### src/rtl/matrix_pkg.sv
// Shared definitions for the matrix multiply datapath: default dimensions and drain FSM states.
package matrix_pkg;

    localparam int BATCH_SIZE          = 8;
    localparam int LOG_BATCH_SIZE      = 3;
    localparam int OUTPUT_FEATURES     = 8;
    localparam int LOG_OUTPUT_FEATURES = 3;
    localparam int OUTPUT_WIDTH        = 16;

    typedef enum logic [1:0] {
        StWait,
        StLoad,
        StStream
    } drainState_t;

endpackage

### src/rtl/result_quantize.sv
// Requantizes one accumulator: arithmetic shift right, optional ReLU, signed saturation.
// Defining RESULT_DRAIN_RELU_EN clamps negative shifted values to zero before saturation.
module result_quantize #(
    parameter int IN_WIDTH  = 16,
    parameter int OUT_WIDTH = 8,
    parameter int SHIFT     = 4
) (
    input  logic [IN_WIDTH-1:0]  inData,
    output logic [OUT_WIDTH-1:0] outData
);

    localparam logic signed [IN_WIDTH-1:0] MAX_VAL = IN_WIDTH'(2**(OUT_WIDTH-1) - 1);
    localparam logic signed [IN_WIDTH-1:0] MIN_VAL = IN_WIDTH'(-(2**(OUT_WIDTH-1)));

    logic signed [IN_WIDTH-1:0] shifted;
    logic signed [IN_WIDTH-1:0] clamped;

    always_comb begin
        shifted = $signed(inData) >>> SHIFT;
`ifdef RESULT_DRAIN_RELU_EN
        clamped = shifted[IN_WIDTH-1] ? '0 : shifted;
`else
        clamped = shifted;
`endif
        if (clamped > MAX_VAL) begin
            outData = MAX_VAL[OUT_WIDTH-1:0];
        end else if (clamped < MIN_VAL) begin
            outData = MIN_VAL[OUT_WIDTH-1:0];
        end else begin
            outData = clamped[OUT_WIDTH-1:0];
        end
    end

endmodule

### src/rtl/result_drain.sv
// Buffers rows of C from the multiply engine and streams requantized elements row-major.
// Optional RESULT_DRAIN_RELU_EN enables ReLU in the requantizer.
module result_drain #(
    parameter int BATCH_SIZE          = matrix_pkg::BATCH_SIZE,
    parameter int LOG_BATCH_SIZE      = matrix_pkg::LOG_BATCH_SIZE,
    parameter int OUTPUT_FEATURES     = matrix_pkg::OUTPUT_FEATURES,
    parameter int LOG_OUTPUT_FEATURES = matrix_pkg::LOG_OUTPUT_FEATURES,
    parameter int OUTPUT_WIDTH        = matrix_pkg::OUTPUT_WIDTH,
    parameter int RESULT_WIDTH        = 8,
    parameter int SHIFT               = 4
) (
    input  logic                                    clk,
    input  logic                                    rst,
    input  logic [OUTPUT_FEATURES*OUTPUT_WIDTH-1:0] rowData,
    input  logic [LOG_BATCH_SIZE-1:0]               rowAddr,
    input  logic                                    rowWrEn,
    output logic [RESULT_WIDTH-1:0]                 outData,
    output logic                                    outValid,
    input  logic                                    outReady,
    output logic [LOG_BATCH_SIZE-1:0]               outRow,
    output logic [LOG_OUTPUT_FEATURES-1:0]          outCol,
    output logic                                    outLast,
    output logic                                    overflow
);

    import matrix_pkg::*;

    localparam logic [LOG_BATCH_SIZE-1:0]      LAST_ROW = LOG_BATCH_SIZE'(BATCH_SIZE - 1);
    localparam logic [LOG_OUTPUT_FEATURES-1:0] LAST_COL = LOG_OUTPUT_FEATURES'(OUTPUT_FEATURES - 1);

    logic [OUTPUT_FEATURES*OUTPUT_WIDTH-1:0] mem [BATCH_SIZE];
    logic [OUTPUT_FEATURES*OUTPUT_WIDTH-1:0] hold;
    logic [BATCH_SIZE-1:0]                   pending;
    logic [BATCH_SIZE-1:0]                   pendingNext;
    logic [LOG_BATCH_SIZE-1:0]               rdRow;
    logic [LOG_OUTPUT_FEATURES-1:0]          rdCol;
    logic [OUTPUT_WIDTH-1:0]                 element;
    logic                                    overflowSet;
    drainState_t                             state;

    always_ff @(posedge clk) begin
        if (rowWrEn) begin
            mem[rowAddr] <= rowData;
        end
    end

    // A write landing on the row being loaded wins and keeps it pending.
    always_comb begin
        pendingNext = pending;
        if (state == StLoad) begin
            pendingNext[rdRow] = 1'b0;
        end
        if (rowWrEn) begin
            pendingNext[rowAddr] = 1'b1;
        end
    end

    assign overflowSet = rowWrEn && pending[rowAddr] && !(state == StLoad && rowAddr == rdRow);

    always_ff @(posedge clk or negedge rst) begin
        if (!rst) begin
            state    <= StWait;
            pending  <= '0;
            hold     <= '0;
            rdRow    <= '0;
            rdCol    <= '0;
            outValid <= 1'b0;
            overflow <= 1'b0;
        end else begin
            pending <= pendingNext;
            if (overflowSet) begin
                overflow <= 1'b1;
            end
            case (state)
                StWait: begin
                    // Looking at the incoming write saves a cycle on the first row.
                    if (pendingNext[rdRow]) begin
                        state <= StLoad;
                    end
                end
                StLoad: begin
                    hold     <= mem[rdRow];
                    rdCol    <= '0;
                    outValid <= 1'b1;
                    state    <= StStream;
                end
                StStream: begin
                    if (outReady) begin
                        if (rdCol == LAST_COL) begin
                            rdRow    <= (rdRow == LAST_ROW) ? '0 : rdRow + 1'b1;
                            outValid <= 1'b0;
                            state    <= StWait;
                        end else begin
                            rdCol <= rdCol + 1'b1;
                        end
                    end
                end
                default: state <= StWait;
            endcase
        end
    end

    assign element = hold[rdCol*OUTPUT_WIDTH +: OUTPUT_WIDTH];

    result_quantize #(
        .IN_WIDTH  (OUTPUT_WIDTH),
        .OUT_WIDTH (RESULT_WIDTH),
        .SHIFT     (SHIFT)
    ) quantize (
        .inData  (element),
        .outData (outData)
    );

    assign outRow  = rdRow;
    assign outCol  = rdCol;
    assign outLast = outValid && rdRow == LAST_ROW && rdCol == LAST_COL;

endmodule

### config.mk
export PLATFORM = sky130hd
export DESIGN_NAME = result_drain
export DESIGN_NICKNAME = d
export VERILOG_FILES = /design/src/rtl/matrix_pkg.sv /design/src/rtl/result_quantize.sv /design/src/rtl/result_drain.sv
export SDC_FILE = /design/constraint.sdc
export NUM_CORES = 1
export LEC_CHECK = 0
export ABC_AREA = 0
export ABC_CLOCK_PERIOD_IN_PS = 5000
export BUFFER_PORTS_ARGS = -buffer_cell sky130_fd_sc_hd__buf_2
export CORE_MARGIN = 3
export CORE_UTILIZATION = 30
export CTS_BUF_LIST = sky130_fd_sc_hd__clkbuf_8
export DETAILED_ROUTE_END_ITERATION = 16
export PLACE_DENSITY_LB_ADDON = 0.15
export SYNTH_ARGS = -nofsm -noshare
export SYNTH_HDL_FRONTEND = slang
export SYNTH_SLANG_ARGS = --single-unit
### constraint.sdc
create_clock -name clk -period 5 [get_ports clk]
set_input_delay 0 -clock clk [delete_from_list [all_inputs] [get_ports clk]]
set_output_delay 0 -clock clk [all_outputs]
set_load 0.03 [all_outputs]
======== Word level (Yosys, flattened, before mapping) ========
Memory sizes are Yosys's and may differ from the RTL's. A register that Yosys moved wholly into a read port is not among the register bits.
Index checks and enable logic that the tools add are counted.
operators by class
  add/sub/neg operators ................... 2
  order comparisons ....................... 6
  mux-type cells .......................... 25
  reductions and logical operators ........ 15
  equal/unequal tests ..................... 9
  bitwise operators ....................... 3
  shifts and indexed selects .............. 1
operators with widths
  cell                 count
  $shiftx 128x8->16    1
  $mux 8               4
  $gt 12x8->1 const B  1
  $lt 12x8->1 const B  1
  $reduce_and 3->1     4
  $mux 3               3
  $and 8x8->8          1
  $lt 3x4->1 const B   2
  $mux 1               8
  $ne 2x2->1 const B   4
  $not 8->8            1
  $or 8x8->8           1
  $logic_and 1x1->1    7
  $add 3x1->3 const B  2
  $bmux 1 s3           2
  $demux 1 s3          2
  $eq 3x3->1 const B   2
  $ge 3x1->1 const B   2
  $mux 2               3
  $pmux 2 s3           1
  $pmux 3 s2           1
  $eq 3x3->1           1
  $eq 2x1->1 const B   1
  $eq 2x2->1 const B   1
  4 further kinds      5
word-level totals
  memories ................................ 1
  memory bits (writable) .................. 1024
  input port bits ......................... 135
  register bits after elaboration ......... 18
  word-level logic and storage cells ...... 68
  output and inout bits ................... 17
memories
  memory  depth  bits a word  rd ports  clocked after memory_dff  write ports  RTL line            text
  mem     8      128          1         1                         1            result_drain.sv:31  logic [OUTPUT_FEATURES*OUTPUT_WIDTH-1:0] mem [BATCH_SIZE];

======== Depth between registers and ports, before layout ========
Gate-level depths: netlist (run 1).
  word-level depth ........................ 13
  depth in mapped cells ................... 7
  depth with buffers taken out ............ 6

======== Modules after synthesis ========
Synthesis (run 1) repeated with hierarchy kept, for this count alone.
second synthesis, totals
  cell total of the unflattened synthesis .. 2095
  area total of the unflattened synthesis .. 45060.7 um^2
modules (own cells, without submodules)
  module           cells each  area an instance (um^2)  seq. area each (um^2)  instances
  result_drain     2066        44850.5                  34403.0                1
  result_quantize  29          210.2                    0.0                    1

======== Worst setup path after synthesis (run 1) ========
Ideal clock, no wire load.
  path type ............................... input to register
  from .................................... input port rowAddr[2]
  to ...................................... register state[0]
  setup slack ............................. -1.416 ns
  buffers on the path ..................... 1
  library setup time ...................... 0.111 ns
  required time ........................... 4.889 ns
  data arrival time ....................... 6.304 ns
  stages .................................. 6
  path through ............................ buf_2 nor4b_2 a211oi_1 a211oi_1 a211oi_1 a2111oi_2
on the way
  cells in the longest elaborated chain, start to end .. 10
  elaborated cells on any way between the ends .. 11
  those cells by class .................... 2 x order compare; 1 x eq/ne; 5 x mux; 1 x bitwise; 2 x reduce/logical
ends and longest elaborated chain
  element                                                         RTL line            text
  start: declaration                                              result_drain.sv:15  input logic [LOG_BATCH_SIZE-1:0] rowAddr,
  $lt 3x4->1 (not written as such) or $ge 3x1->1 (tied branches)  result_drain.sv:54  pendingNext[rowAddr] = 1'b1;
  $logic_and 1x1->1 (not written as such)                         result_drain.sv:54
  $mux 1 (not written as such)                                    result_drain.sv:54
  $demux 1 s3 (*)                                                 result_drain.sv:54
  $or 8x8->8 (no line) (*)                                        n/a
  $mux 8 (*)                                                      result_drain.sv:53  if (rowWrEn) begin
  $bmux 1 s3 (*)                                                  result_drain.sv:77  if (pendingNext[rdRow]) begin
  $mux 1 (not written as such) (*)                                result_drain.sv:77
  $ne 2x2->1 (no line) (*)                                        n/a
  $reduce_and 3->1 (no line) (*)                                  n/a
  end signal: assignment                                          result_drain.sv:78  state <= StLoad;
  end signal: assignment                                          result_drain.sv:85  state <= StStream;
  end signal: assignment                                          result_drain.sv:92  state <= StWait;
  end: declaration                                                result_drain.sv:39  drainState_t state;
Every way passes the cells marked *; elsewhere a longest branch is shown, timed or not. The select of a mux whose other input is x is not followed.
A chain may end at the register's enable or synchronous reset.

======== Worst setup path in the final report (run 1) ========
  from .................................... register rdCol[0] (netlist: outCol[0])
  to ...................................... output port outData[4]
on the way
  cells in the longest elaborated chain, start to end .. 4
  elaborated cells on any way between the ends .. 5
  those cells by class .................... 2 x order compare; 1 x shift; 2 x mux
ends and longest elaborated chain
  element                   RTL line               text
  start: declaration        result_drain.sv:36     logic [LOG_OUTPUT_FEATURES-1:0] rdCol;
  start signal: assignment  result_drain.sv:94     rdCol <= rdCol + 1'b1;
  $shiftx 128x8->16 (*)     result_drain.sv:103    assign element = hold[rdCol*OUTPUT_WIDTH +: OUTPUT_WIDTH];
  $lt 12x8->1               result_quantize.sv:27  end else if (clamped < MIN_VAL) begin
  $mux 8                    result_quantize.sv:27
  $mux 8 (*)                result_quantize.sv:25  if (clamped > MAX_VAL) begin
  end: declaration          result_drain.sv:17     output logic [RESULT_WIDTH-1:0] outData,
Every way passes the cells marked *; elsewhere a longest branch is shown, timed or not.

==> impl_results.md, run 1 <==
- Synth warnings: 0
- Pwr/cell area: 431.5 nW/um2
- Startpoint Class: register
- Slew HR: 0.2770
- WHS: 0.06713 ns
- Top layer in use: met4
- Post-DP HPWL: 48.24 mm
- TritonCTS clock tree: built
- Max VDD drop: 0.0003993 V
- EDFF count, synth: 768
- Worst-path clk slew: roughly 0.06 ns
- Starting Density: 0.3044
- Routability cong.: 0.7089
- Skew final: 0.04809 ns
- Clk sinks: 882
- Crit-path max FO: 25
- Crit path time final: 3.684 ns
- First-pass GRT wire length: about 130 mm
- Vias in the first global route: 18350
- Detailed Route Iter0 Violations: 1121
- Post-synth net total: between 1500 and 2000
- Synth cell types: 44
- Max_cap viols: 0
- Worst hold path class: input port to register
- Nets@finish: 2128
- Post-Route WL: 85.97 mm
- CTS buffer count: 152
- RSZ-0062 raised after global routing: false
- Synthesized instance count: 1586
- Post-route ant nets: 0
- Die area: 117100 um2
- First-pass iteration count of the detailed router: 7
- Proportion of layout cells with a drive suffix above 1: 0.2785
- Leakage: approximately 14 nW
- Total negative slack: 0 ns
- Synth Cell Area: 33920 um2
- Commonest cells after routing, fill and taps aside: 768 x edfxtp_1, 217 x mux4_2, 187 x dlygate4sd3_1
- Clock Latency Late Sink: 0.82 ns
- Slowest cell on crit path: dfrtp_2
- Total grt overflow: 0
- Total GRT Usage: 0.1486
- R2R Setup Slk: 1.86 ns
- Setup violators final: 0
- Worst Tran Pin Value: 1.084 ns
- H-Tree Level Count: 4
- Antenna violations before repair: 12
- Vias/cell: about 4.7
- FMAX: 271.4 MHz
- Core box area: 111400 um2
- Area growth, synth to finish: 21.37%
- Port Buf Inserts: between 100 and 150
- FF+latch count, synth: 882
- Critical Path Sink Type: output pin
- FFs w/ async S/R, synth: 0.1293
- Final hold vios: 0
- Sequential share of the synthesized area: 0.7640
- Num rows: 122
- Via count: 16870
- Critical path class: register to output pin
- CP max stage delay: about 1.0 ns
- Req. time, crit path: 5.00 ns
- Post-CTS Hold Buffers: 188
- Die span in y: 342.2 um
- Leading cell type in the layout, fill and taps excluded: edfxtp_1
- Outcome: finished clean
- Clock Path Buffers: 3
- Cts repair resizes: 0
- Post-synth top flop: edfxtp_1
- Final cycle utilization of the critical path: 0.7368
- CTS root buffer: clkbuf_8
- I/O pins: 152
- Routed wire length on met3: roughly 4.3 mm
- Largest net degree at the start of global routing: 98
- Syn_area_per_cell: ~21 um2
- Setup Fix Bufs, Post-CTS: 0
- DRC: 0
- Die outline width: 342.2 um
- Max Slew Vio Count: 0
- Per-cell routed wire length: 23.83 um
- Crit path arrival time: 3.68 ns
- Fin util: 0.3694
- Met2 WL: 42.30 mm
- CP cell instances: mux4_1 -> mux2i_1 -> nand4_1 -> nand2_2 -> o21ai_1 -> buf_2
- M1 WL: between 30 and 40 mm
power by group:
group,leakage (nW),internal (mW),total [mW],switching [mW]
Clock,1.67,3.16,6.14,2.98
Sequential,8.37,8.62,9.12,0.500
Combinational,3.48,0.974,2.51,1.53
Total,13.5,12.8,17.8,5.01
per-stage QoR:
step                      power (mW)  std cells  cell area (um2)  setup slack [ns]
after detailed placement       11.70       3135            36390             2.165
after global routing           18.64       3602            41150             1.120
after CTS                      18.07       3599            41150             1.226
after floorplan                10.57       1586            33930            0.8415
after global placement         11.67       3135            36390             2.199
final                          17.76       3607            41170             1.316
critical path, delay by kind of cell (launching register included):
kind                   cells  cell delay [ns]
AO/OA/AOI/OAI              1             0.20
buffers and inverters      1             0.23
flip-flops                 1             1.04
multiplexers               2             1.01
AND/OR/NAND/NOR            2             0.37
metal layers:
layer / up-vias / track usage
met5: - / 0
met4: 0 / 0.04410
met3: 124 / 0.03460
met2: 379 / 0.2453
met1: 8996 / 0.1958
li1: 7375 / -
cell usage after synthesis, drive strengths merged, types with 2 or more instances:
library cell  count  area share
edfxtp          768        0.68
mux4            218        0.14
dfrtp           114       0.084
mux2i           110       0.033
o21ai           110       0.016
nand2           109       0.012
buf              58       0.011
clkbuf           34      0.0038
nand2b            9      0.0017
a211oi            7      0.0015
a21oi             4     0.00070
a31oi             4     0.00074
ha                4      0.0015
inv               4     0.00044
and4bb            3      0.0011
nand4             3     0.00055
nor2b             3     0.00055
xor2              3     0.00077
and4b             2     0.00059
mux2              2     0.00066
o31ai             2     0.00044
kinds of logic (layout without fill, tap and decap cells):
kind of cell / count (synthesis) / after routing / synth area share
multiplexers: 330 / 330 / 0.1784
other: 0 / 8 / 0
AO/OA/AOI/OAI: 133 / 133 / 0.02128
buffers and inverters: 96 / 621 / 0.01512
flip-flops: 882 / 882 / 0.7640
adder cells (fa/ha/maj): 4 / 4 / 0.001476
XOR/XNOR: 3 / 3 / 0.0007748
AND/OR/NAND/NOR: 138 / 138 / 0.01896
area by class of cell:
class / count / area [um2]
Fill cell: 10440 / 70270
Sequential cell: 882 / 25930
Multi-Input combinational cell: 608 / 7526
Timing Repair Buffer: 341 / 2957
Clock buffer: 160 / 2202
Tap cell: 1488 / 1862
Clock inverter: 116 / 651.9
Inverter: 4 / 20.02
Antenna cell: 8 / 20.02
final timing paths:
check,startpoint,depth (start not counted),endpoint
worst max-delay path,outCol[0],6,outData[4]
worst min-delay path,rowData[103],2,mem[0][103]
worst max register to register,outRow[1],6,overflow
worst min register to register,hold[43],2,hold[43]
max in group asynchronous,rst,4,pending[5]
min in group asynchronous,rst,4,outRow[0]
flip-flops by register name, indices dropped and copies added, names as in the netlist:
signal	count
outValid	1
mem	768
hold	96
outRow	3
outCol	3
overflow	1
state	2
pending	8
Note: power is estimated with default switching activity, not from simulation.
==> run 2: changes to the inputs <==
Settings changed: ABC_AREA 0 to 1, ABC_CLOCK_PERIOD_IN_PS 5000 to 3500.
Clock period 5 ns to 3.5 ns, I/O delays scaled along.
==> impl_results.md, run 2 <==
- Crit path buffers/inverters: 3
- Final hold vios: 0
- Setup violators final: 0
- DRC: 0
- Skew final: 0.04638 ns
- CP cell instances: inv_1 -> buf_4 -> nand3_1 -> nand3_1 -> nand2_1 -> nor2_1 -> nand2_1 -> nand2_1 -> nand2_1 -> nand2_1 -> buf_2
- Clk sinks: a little under 900
- Antenna violations before repair: 10
- TritonCTS clock tree: built
- Largest net degree at the start of global routing: 111
- HP Start: rowData[45]
- EDFF count, synth: 768
- Proportion of layout cells with a drive suffix above 1: 0.1293
- Yosys top cell by area: edfxtp_1
- First-pass iteration count of the detailed router: 5
- Cells on worst reg2reg path: 5
- Clock Latency Late Sink: approximately 0.85 ns
- Vias/cell: 4.780
- DP Area: 35930 um2
- Post-synthesis mux area share: 0
- Core box area: about 110000 um2
- Worst hold path class: input port to register
- Num rows: roughly 120
- Leading cell type in the layout, fill and taps excluded: nand2_1
- I/O pins: 152
- Pwr/cell area: roughly 680 nW/um2
- Synth Cell Area: 33420 um2
- Req. time, crit path: 3.50 ns
- Die span in y: 339.8 um
- Commonest cells after routing, fill and taps aside: 801 x nand2_1, 768 x edfxtp_1, 197 x dlygate4sd3_1
- XOR/XNOR Fraction of Synth Area: 0.0005242
- Post-synth top flop: edfxtp_1
- Worst reg2reg path endpoint: hold[63]
- Synthesized instance count: 2508
- Setup slack after layout: 0.2474 ns
- Leading registers by flop count: mem (768), hold (96), pending (8)
- Post-synth net total: between 2000 and 3000
- Non-Filler Instances: about 4500
- Hold Path Sink: mem[4][45]
- Port Buf Inserts: 119
- Synth cell types: 30
- Largest delay share family, worst path: simple AND/OR/NAND/NOR gates
- R2R Setup Slk: 1.00 ns
- Reg area: 25920 um2
- Top cells by area, synth: edfxtp_1 69%, nand2_1 9.0%, dfrtp_1 8.5%
- Crit path time final: ~3.3 ns
- Die outline width: 339.8 um
- Total grt overflow: 0
- Adder-Cell Fraction of Synth Area: 0.001498
- Critical path class: register to output pin
- Synth warnings: 0
- Clock Path Buffers: 3
- Area growth, synth to finish: 22.28%
- Die area: ~120000 um2
- Total GRT Usage: 0.1761
- Per-cell routed wire length: 22.62 um
- Hold path depth: 2
- FF+latch count, synth: 882
- Most flop-heavy register: mem
- DP Worst Slack: 0.9993 ns
- Routability cong.: approximately 0.75
- Critical Path Sink Type: output pin
- FMAX: 307.4 MHz
- Finished Cell Area: slightly above 40000 um2
- Count leader, synth: nand2_1
- Syn_area_per_cell: 13.32 um2
- Top post-synthesis cells by count: 801 x nand2_1, 768 x edfxtp_1, 130 x nand3_1
- Outcome: finished clean
- Number of flip-flops in the largest register: approximately 770
- Slew HR: 0.3994
- CTS buffer count: 153
- Startpoint Class: register
- Most used cell, CP: nand2_1
- Vias in the first global route: 21860
- CTS root buffer: clkbuf_8
- Nets@finish: 3040
- Detailed Route Iter0 Violations: 1544
- Multi-input gate area: 6625 um2
- Critical R2R Launch: outRow[0]
- Via count: 21550
- First-pass GRT wire length: 150.6 mm
- Leakage: 14.35 nW
- Worst-path clk slew: 0.06 ns
- H-Tree Level Count: 4
- RSZ-0062 raised after global routing: false
- Post-synthesis compound-gate area fraction: 0.06721
- Post-DP HPWL: between 50 and 60 mm
- CP max stage delay: 0.43 ns
- Simple-Gate Fraction of Synth Area: 0.1284
- Final cycle utilization of the critical path: 0.9293
- Post-route ant nets: 0
- Total negative slack: 0 ns
- Max VDD drop: 0.001009 V
- Max Slew Vio Count: 0
- Max_cap viols: 0
- Slowest cell on crit path: inv_1
- FFs w/ async S/R, synth: 0.1293
- Crit-path max FO: 13
- Starting Density: 0.3045
- Crit path arrival time: 3.25 ns
- Inst Count DP: 4024
- Post-Route WL: about 100 mm
- Main combinational cell family by area after synthesis: simple AND/OR/NAND/NOR gates
- Worst Tran Pin Value: around 0.90 ns
- Sequential share of the synthesized area: 0.7755
- Share of the synthesized area in the top cell type: 0.6901
- Filler Cells Inserted: 10560
==> run 2: per-layer routing <==
layer,wire (um),global-route usage
met1,47910,0.2479
met2,46880,0.2764
met3,5502,0.03856
met4,1649,0.04512
met5,27,0
==> run 2: metrics by stage <==
step	hold slack (ns)	power (mW)	utilization
CTS	0.001621	28.17	0.3721
global route	0.04273	29.22	0.3722
detailed placement	0.02253	18.96	0.3273
global placement	0.02206	18.91	0.3273
finish	0.08165	27.77	0.3723
floorplan	-0.2956	16.36	-
==> run 2: cell families after synthesis <==
logic type | count (synthesis)
adder cells (fa/ha/maj) | 4
buffers and inverters | 188
AND/OR/NAND/NOR | 1069
flip-flops | 882
XOR/XNOR | 2
AO/OA/AOI/OAI | 363
==> run 2: final cells by class <==
cell class	count	area share
Sequential cell	882	0.6342
Tap cell	1476	0.04519
Inverter	53	0.005603
Clock inverter	110	0.01454
Clock buffer	169	0.05692
Antenna cell	7	0.0004287
Timing Repair Buffer	373	0.08099
Multi-Input combinational cell	1438	0.1621
==> run 2: worst max path at each step <==
stage          depth (start not counted)  slack, ns     endpoint  startpoint
5_1_grt                                9       0.04   outData[3]   outCol[0]
3_5_place_dp                           5        1.0     hold[63]   outRow[0]
6_report                              11       0.25   outData[2]   outCol[1]
2_1_floorplan                          5       0.70  mem[3][100]  rowAddr[0]
3_3_place_gp                           5       1.04     hold[63]   outRow[0]
4_1_cts                               11       0.16   outData[2]   outCol[1]
==> run 2: where the power goes <==
group	switching, mW	leakage, nW	total, mW	internal, mW
registers	0.789	8.25	13.2	12.4
logic	3.95	4.37	5.69	1.74
clock network	4.27	1.73	8.89	4.62
total	9.01	14.4	27.8	18.8
==> run 2: repair_timing <==
action	4_1_cts	5_1_grt
buffers inserted	0	0
resized for setup	0	0
endpoints found under the hold margin	1023	0
hold buffers	198	0
==> run 2: worst register-to-register path, delay by kind of cell, from the launching register on <==
| family | cells | cell delay (ns) |
|---|---|---|
| AO/OA/AOI/OAI | 2 | 0.28 |
| buffers and inverters | 2 | 0.88 |
| flip-flops | 1 | 0.65 |
| AND/OR/NAND/NOR | 1 | 0.61 |
==> run 3: changes to the inputs <==
Settings changed: SETUP_SLACK_MARGIN set to 0.3.
==> impl_results.md, run 3 (synthesized netlist as in run 2, its figures left out) <==
- WHS: 0.06807 ns
- Worst-path clk slew: about 0.06 ns
- Outcome: finished clean
- Critical Path Sink Type: output pin
- Reg area: about 26000 um2
- Hold path depth: 2
- Leading registers by flop count: mem (768), hold (96), pending (8)
- Pint: 18.80 mW
- Die span in y: around 340 um
- Crit-path max FO: 52
- Filler Cells Inserted: 10560
- Total GRT Usage: 0.1761
- Req. time, crit path: 3.50 ns
- Most used cell, CP: nand2_1
- Largest net degree at the start of global routing: 111
- Slowest cell on crit path: dfrtp_2
- Detailed Route Iter0 Violations: 1575
- CP max stage delay: 0.40 ns
- H-Tree Level Count: 4
- Pwr Total: 27.84 mW
- R2R Setup Slk: 1.00 ns
- HP Start: rowData[45]
- Switching Share: 0.3246
- Multi-input gate area: 6630 um2
- Switching Power: 9.036 mW
- Number of flip-flops in the largest register: 768
- TritonCTS clock tree: built
- FMAX: between 300 and 400 MHz
- Clock Path Buffers: 3
- Largest delay share family, worst path: simple AND/OR/NAND/NOR gates
- First-pass iteration count of the detailed router: 5
- Clk sinks: just under 900
- Critical R2R Launch: outRow[0]
- Port Buf Inserts: 119
- Crit path buffers/inverters: 2
- Skew final: around 0.043 ns
- Leakage: around 14 nW
- Routability cong.: 0.7530
- Worst Tran Pin Value: 0.8868 ns
- Total negative slack: 0 ns
- Setup violators final: 0
- Proportion of layout cells with a drive suffix above 1: 0.1311
- Nets@finish: 3043
- First-pass GRT wire length: between 150 and 200 mm
- Startpoint Class: register
- Vias/cell: 4.799
- DRC: 0
- Max_cap viols: 0
- Total grt overflow: 0
- Vias in the first global route: 21860
- Die area: approximately 120000 um2
- Pwr/cell area: 680.3 nW/um2
- Num rows: 121
- CTS buffer count: 153
- Critical path class: register to output pin
- Starting Density: 0.3045
- Max VDD drop: 0.001008 V
- Post-route ant nets: 0
- Max Slew Vio Count: 0
- Post-Route WL: 102.1 mm
- Cells on worst reg2reg path: 5
- Die outline width: 339.8 um
- Logic pwr share: 0.206
- Worst reg2reg path endpoint: hold[23]
- Post-DP HPWL: 55.06 mm
- Final hold vios: 0
- Slew HR: 0.4088
- Crit path arrival time: 2.97 ns
- Per-cell routed wire length: between 20 and 25 um
- Inst Count DP: between 4000 and 5000
- Non-Filler Instances: 4510
- CP cell instances: buf_8 -> nand2_1 -> nand3_1 -> nand3_1 -> nand2_1 -> nand4_1 -> nand2_2 -> nand2_1 -> buf_2
- Most flop-heavy register: mem
- Leading cell type in the layout, fill and taps excluded: nand2_1
- Area growth, synth to finish: 22.45%
- Core box area: between 100000 and 150000 um2
- Final cycle utilization of the critical path: 0.8498
- Hold Path Sink: mem[1][45]
- Antenna violations before repair: 10
- Worst hold path class: input port to register
- Via count: ~22000
- I/O pins: 152
- DP Area: 35930 um2
- Clock Latency Late Sink: 0.85 ns
- CTS root buffer: clkbuf_8
- Commonest cells after routing, fill and taps aside: 799 x nand2_1, 768 x edfxtp_1, 197 x dlygate4sd3_1
- Clock Power Share: 0.319
- RSZ-0062 raised after global routing: false
- Finished Cell Area: a little over 40000 um2
- Sequential Power Share: 0.474
- Crit path time final: 2.974 ns
run 3: metrics by stage:
stage / util / worst slack (ns)
4_1_cts: 0.3722 / 0.3160
5_1_grt: 0.3727 / 0.3264
6_report: 0.3728 / 0.5258
3_5_place_dp: 0.3273 / 0.9993
2_1_floorplan: - / 0.6952
3_3_place_gp: 0.3273 / 1.038
run 3: how the worst max path moves through the flow:
| stage | start | to | slack, ns | cells past startpoint |
|---|---|---|---|---|
| final | outCol[0] | outData[5] | 0.53 | 9 |
| after global routing | outCol[0] | outData[3] | 0.33 | 9 |
| after CTS | outCol[1] | outData[2] | 0.32 | 9 |
| after detailed placement | outRow[0] | hold[63] | 1.0 | 5 |
| after global placement | outRow[0] | hold[63] | 1.04 | 5 |
| after floorplan | rowAddr[0] | mem[3][100] | 0.70 | 5 |
run 3: timing repair:
item | 4_1_cts | 5_1_grt
pin swaps | 0 | 2
endpoints found under the setup margin | 7 | 7
buffers inserted | 0 | 3
hold buffers | 198 | 0
resized for setup | 3 | 7
endpoints found under the hold margin | 1023 | 0
run 3: power by group through the flow:
stage          Clock (mW)  Sequential, mW  Combinational (mW)
5_1_grt              9.67            13.3                6.32
2_1_floorplan           0            13.0                3.40
6_report             8.89            13.2                5.74
3_3_place_gp            0            13.4                5.49
4_1_cts              9.19            13.2                5.75
3_5_place_dp            0            13.4                5.52
run 3: final cells by class:
class	count	area share
flip-flops and latches	882	0.6333
clock buffers	169	0.05684
multi-input cells	1438	0.1620
diodes	6	0.0003669
repair buffers	376	0.08201
well taps	1476	0.04513
clock inverters	110	0.01452
inverters	53	0.005749
run 3: metal layers:
metal,wire [um],vias to the layer above,GRT usage,part of all wire
met5,27,-,0,0.00026
met1,47580,10970,0.2480,0.47
met4,1683,4,0.04512,0.016
met3,5772,144,0.03856,0.057
li1,-,9901,-,-
met2,47000,622,0.2764,0.46
